==> config.mk <==
export PLATFORM = sky130hd
export DESIGN_NAME = fetch_stage
export DESIGN_NICKNAME = d
export VERILOG_FILES = /design/src/rtl/fetch_stage.sv
export SDC_FILE = /design/constraint.sdc
export NUM_CORES = 1
export LEC_CHECK = 0
export ABC_AREA = 1
export CORE_ASPECT_RATIO = 1.1
export CORE_MARGIN = 2
export CORE_UTILIZATION = 63
export CTS_CLUSTER_DIAMETER = 200
export DETAILED_ROUTE_END_ITERATION = 7
export DONT_BUFFER_PORTS = 1
export GPL_ROUTABILITY_DRIVEN = 0
export PLACE_DENSITY = 0.8
export SETUP_SLACK_MARGIN = 0.05
export SLEW_MARGIN = 20
export SYNTH_ARGS = -nofsm -noshare
export SYNTH_HDL_FRONTEND = slang
export SYNTH_SLANG_ARGS = --single-unit
==> constraint.sdc <==
create_clock -name clk -period 1.7 [get_ports clk]
set_input_delay 0.51 -clock clk [delete_from_list [all_inputs] [get_ports clk]]
set_output_delay 0.51 -clock clk [all_outputs]
set_load 0.005 [all_outputs]
==> src/rtl/fetch_stage.sv <==
// Instruction-fetch stage: owns the PC, drives the instruction memory address, registers IF/ID.
// Latency: 1 cycle from imem_addr_o to the IF/ID register; memory is zero-latency (same-edge sample).
// Backpressure: stall_i holds PC, IF/ID and count; redirect_i overrides stall and inserts a bubble.
//
// Ports:
//   clk, rst_n          clock, asynchronous active-low reset
//   stall_i             hold PC, IF/ID and fetch count this cycle
//   redirect_i          load redirect_target_i (word-aligned) into PC, bubble IF/ID
//   redirect_target_i   branch/jump target
//   imem_addr_o         combinational byte address (always the current PC)
//   imem_instr_i        word returned by memory in the same cycle
//   if_id_*_o           IF/ID register contents consumed by decode
//   misalign_err_o      sticky flag: some redirect target had nonzero low bits
//   fetch_count_o       number of instructions accepted into IF/ID (wraps)
module fetch_stage #(
    parameter logic [31:0] RESET_PC  = 32'h0000_0000,
    parameter logic [31:0] NOP_INSTR = 32'h0000_0013,
    parameter int          CNT_W     = 32
) (
    input  logic             clk,
    input  logic             rst_n,
    input  logic             stall_i,
    input  logic             redirect_i,
    input  logic [31:0]      redirect_target_i,
    output logic [31:0]      imem_addr_o,
    input  logic [31:0]      imem_instr_i,
    output logic             if_id_valid_o,
    output logic [31:0]      if_id_pc_o,
    output logic [31:0]      if_id_pc_plus4_o,
    output logic [31:0]      if_id_instr_o,
    output logic             if_id_illegal_o,
    output logic             misalign_err_o,
    output logic [CNT_W-1:0] fetch_count_o
);

    logic [31:0] pc;
    logic [31:0] pc_plus4;

    // Natural 32-bit wrap: 0xFFFF_FFFC + 4 -> 0x0000_0000.
    assign pc_plus4    = pc + 32'd4;
    assign imem_addr_o = pc;

    always_ff @(posedge clk or negedge rst_n) begin
        if (!rst_n) begin
            pc               <= RESET_PC;
            if_id_valid_o    <= 1'b0;
            if_id_pc_o       <= 32'h0;
            if_id_pc_plus4_o <= 32'h0;
            if_id_instr_o    <= NOP_INSTR;
            if_id_illegal_o  <= 1'b0;
            misalign_err_o   <= 1'b0;
            fetch_count_o    <= '0;
        end else if (redirect_i) begin
            // Low target bits are dropped so the stage never issues an unaligned
            // address; the error flag records that it happened.
            pc               <= {redirect_target_i[31:2], 2'b00};
            if_id_valid_o    <= 1'b0;
            if_id_pc_o       <= 32'h0;
            if_id_pc_plus4_o <= 32'h0;
            if_id_instr_o    <= NOP_INSTR;
            if_id_illegal_o  <= 1'b0;
            if (redirect_target_i[1:0] != 2'b00) begin
                misalign_err_o <= 1'b1;
            end
        end else if (!stall_i) begin
            pc               <= pc_plus4;
            if_id_valid_o    <= 1'b1;
            if_id_pc_o       <= pc;
            if_id_pc_plus4_o <= pc_plus4;
            if_id_instr_o    <= imem_instr_i;
            // RV32I encodings all have opcode[1:0] = 2'b11; anything else
            // (including the all-zero out-of-range word) is flagged for decode.
            if_id_illegal_o  <= (imem_instr_i[1:0] != 2'b11);
            fetch_count_o    <= fetch_count_o + 1'b1;
        end
    end

endmodule

==> run metrics <==
boundary pin count 231; number of buffer cells added on primary ports 0; Layout Utilization between 70% and 80%; Max Slew Vio Count 0; number of storage elements in the synthesis netlist 158; number of vias in the routed layout 6174; total power 9070 uW; antenna violations before repair 0; switching power as a share of total power 25.5%; number of core rows 41; initial standard-cell utilization of the core ~65%; fraction of final layout cells sized beyond drive strength 1 11.2%; Initial DRC Count between 500 and 600; final count of negative-setup-slack endpoints 0; largest buffer count on any clock path 2; outcome finished, violations left; Cell Pwr Density 1100 nW/um2; highest cell delay on the worst timing path 0.44 ns; width of the die 107 um; worst-skew pair later-pin latency 0.41 ns; global-route wire length before repair 31200 um; worst hold-check slack -0.211 ns; number of routed nets with antenna violations 0; Data required, critical path 2.00 ns; area of the core 11500 um2; chain of cells forming the critical path ha_4 > nand2_4 > nor2_4 > nand2_4 > nor2_4 > nand2_1 > nand2_1 > nand2_1 > nand2_2 > nand2_1; share of the yosys chip area belonging to registers 53.4%; worst setup skew after layout between 0.005 and 0.006 ns; overall routed net length ~20000 um; first-pass iteration count of the detailed router 8; internal power component 6760 uW; met2 wire length 9810 um; delay-heaviest family, CP simple AND/OR/NAND/NOR gates; final critical-path required period 1.63 ns; Min-Delay Path Class input pin to asynchronous set/reset pin; Final Hold Vio Count 155; overall die area 12600 um2; number of enable flip-flop cells after synthesis 0; fraction of registers with async set or reset after synthesis between 90% and 100%; master cell of the clock root buffer clkbuf_16; post-route worst setup slack 0.0710 ns; Synthesis Warnings 0; Net Sw Power about 2300 uW; met1 routed wirelength after detailed routing 7180 um; total of max-cap violations 0; mapped cell area 7410 um2; half-perimeter wire length of the detailed placement result 13700 um; routed length per placed instance 18.6 um; number of different library cells in the post-synthesis netlist 38; synthesized area per cell 8.38 um2; RSZ-0062 raised after global routing yes; Reg power frac about 49%; area growth from synthesis to layout 11.7%; CTS buffer count 17; VDD IR-drop max 0.000712 V; Gate power share 8.2%; detailed-routed wire length on met3 1890 um; ratio of final minimum period to clock period 95.8%; critical path endpoint category flip-flop; Fmax achieved 614 MHz; number of global-route vias before repair 6132; clock network fraction of total power 42.9%; overall fraction of global-route tracks in use about a third; remaining routing DRC violations 0; number of instances in the synthesized netlist 884; slowest library cell on the worst path dfrtp_1; clock transition at the registers of the reported paths about 0.060 ns; maximum level of the CTS H-tree 4; Via density a little under 6; Highest Signal Layer met4; endpoint arrival time on the critical path 1.93 ns; leading register cell type out of synthesis dfrtp_1; cell type with the highest occurrence count on the critical path nand2_1; count of nets after finishing 960; crit path launch type flip-flop; failing checks hold timing; Buf/Inv on CP 0; pin count of the biggest net entering global routing approximately 160; worst slack, placed 0.0610 ns; Worst Path Max Fanout 6; Die Ht about 120 um; clk sink count between 150 and 200; sum of overflow across all layers after global routing 0; Ant. Diodes 0; TritonCTS clock tree built; leakage dissipation 0.00409 uW; type of the setup path with the least slack flip-flop to flip-flop
==> layout make-up <==
cell class,count,area (um2)
clock buffers,22,474
clock inverters,10,136
fillers,791,3210
inverters,85,323
multi-input cells,610,3030
flip-flops and latches,158,3970
well taps,150,188
repair buffers,18,164
==> cells in the final DEF (no fill, tap or decap), types with 3 or more instances in the layout <==
master	n
nand2_1	323
o211ai_1	11
dfstp_2	3
buf_4	15
a22o_1	29
dfrtp_2	6
clkinv_2	4
nor2_1	61
xor2_1	9
nand2_2	6
bufinv_16	3
a21oi_1	8
o21ai_0	50
nand2_4	4
nand3_1	44
nor2_2	10
clkbuf_16	17
inv_1	81
xnor2_1	11
nor2_8	3
o21ai_1	9
nor3_1	3
clkinvlp_4	3
clkbuf_8	3
nor2_4	11
nand4_1	3
dfrtp_1	149
==> sequential cells by signal, summed over array words and instances (netlist names) <==
| register | cells |
|---|---|
| fetch_count_o | 32 |
| if_id_illegal_o | 1 |
| if_id_instr_o | 32 |
| if_id_pc_o | 31 |
| if_id_pc_plus4_o | 30 |
| if_id_valid_o | 1 |
| imem_addr_o | 30 |
| misalign_err_o | 1 |
==> per-layer routing <==
layer  global-route usage, %  vias to the layer above
met3                    10.5                       57
met5                       0                        -
met2                    52.9                      336
met4                    13.9                        0
met1                    36.6                     2962
li1                        -                     2819
==> power by group through the flow <==
| stage | logic (uW) | clock network, uW | registers [uW] |
|---|---|---|---|
| after floorplan | 558 | 0 | 4360 |
| after global placement | 679 | 0 | 4470 |
| after detailed placement | 706 | 0 | 4480 |
| after CTS | 718 | 3910 | 4420 |
| after global routing | 848 | 4080 | 4470 |
| final | 744 | 3890 | 4440 |
==> what timing repair did <==
item                                   4_1_cts  5_1_grt
gates resized for setup                      1       29
pin swaps                                    0       14
endpoints found under the hold margin      158      158
buffers inserted                             0        4
setup endpoints to repair                    4       43
==> cells by family after synthesis <==
family	after synthesis	share of synthesized area [%]
compound gates	109	9.28
xor+xnor	20	2.36
fa+ha+maj	2	0.338
buf+inv	117	6.84
flops	158	53.4
other cells	1	0.0506
simple gates	477	27.7
==> cell usage after synthesis, drive strengths merged, types with 8 or more instances <==
cell type / instances / area share [%]
inv: 84 / 4.3
o211ai: 11 / 1.1
xor2: 9 / 1.1
nand3: 46 / 3.2
xnor2: 11 / 1.3
a21oi: 8 / 0.54
nor2: 85 / 5.9
buf: 25 / 2.1
nand2: 334 / 17
dfrtp: 155 / 52
a22o: 29 / 3.4
o21ai: 59 / 4.0
==> worst paths after layout <==
path	startpoint	to	slack, ns	cells after the start
worst max-delay path	imem_addr_o[3]	imem_addr_o[30]	0.07	10
worst min-delay path	rst_n	fetch_count_o[3]	-0.21	0
worst max register to register	imem_addr_o[3]	imem_addr_o[30]	0.07	10
worst min register to register	fetch_count_o[31]	fetch_count_o[31]	0.50	1
max in group asynchronous	rst_n	if_id_instr_o[4]	1.66	0
min in group clk	redirect_i	if_id_valid_o	0.17	1
==> metrics by stage <==
step / instances / setup TNS, ns / instance area (um2)
after floorplan: 885 / 0 / 7420
after global placement: 1017 / 0 / 7550
after detailed placement: 1017 / 0 / 7550
after CTS: 1049 / 0 / 8170
after global routing: 1053 / -0.109 / 8280
final: 1053 / 0 / 8280
(Power assumes the default switching activity.)
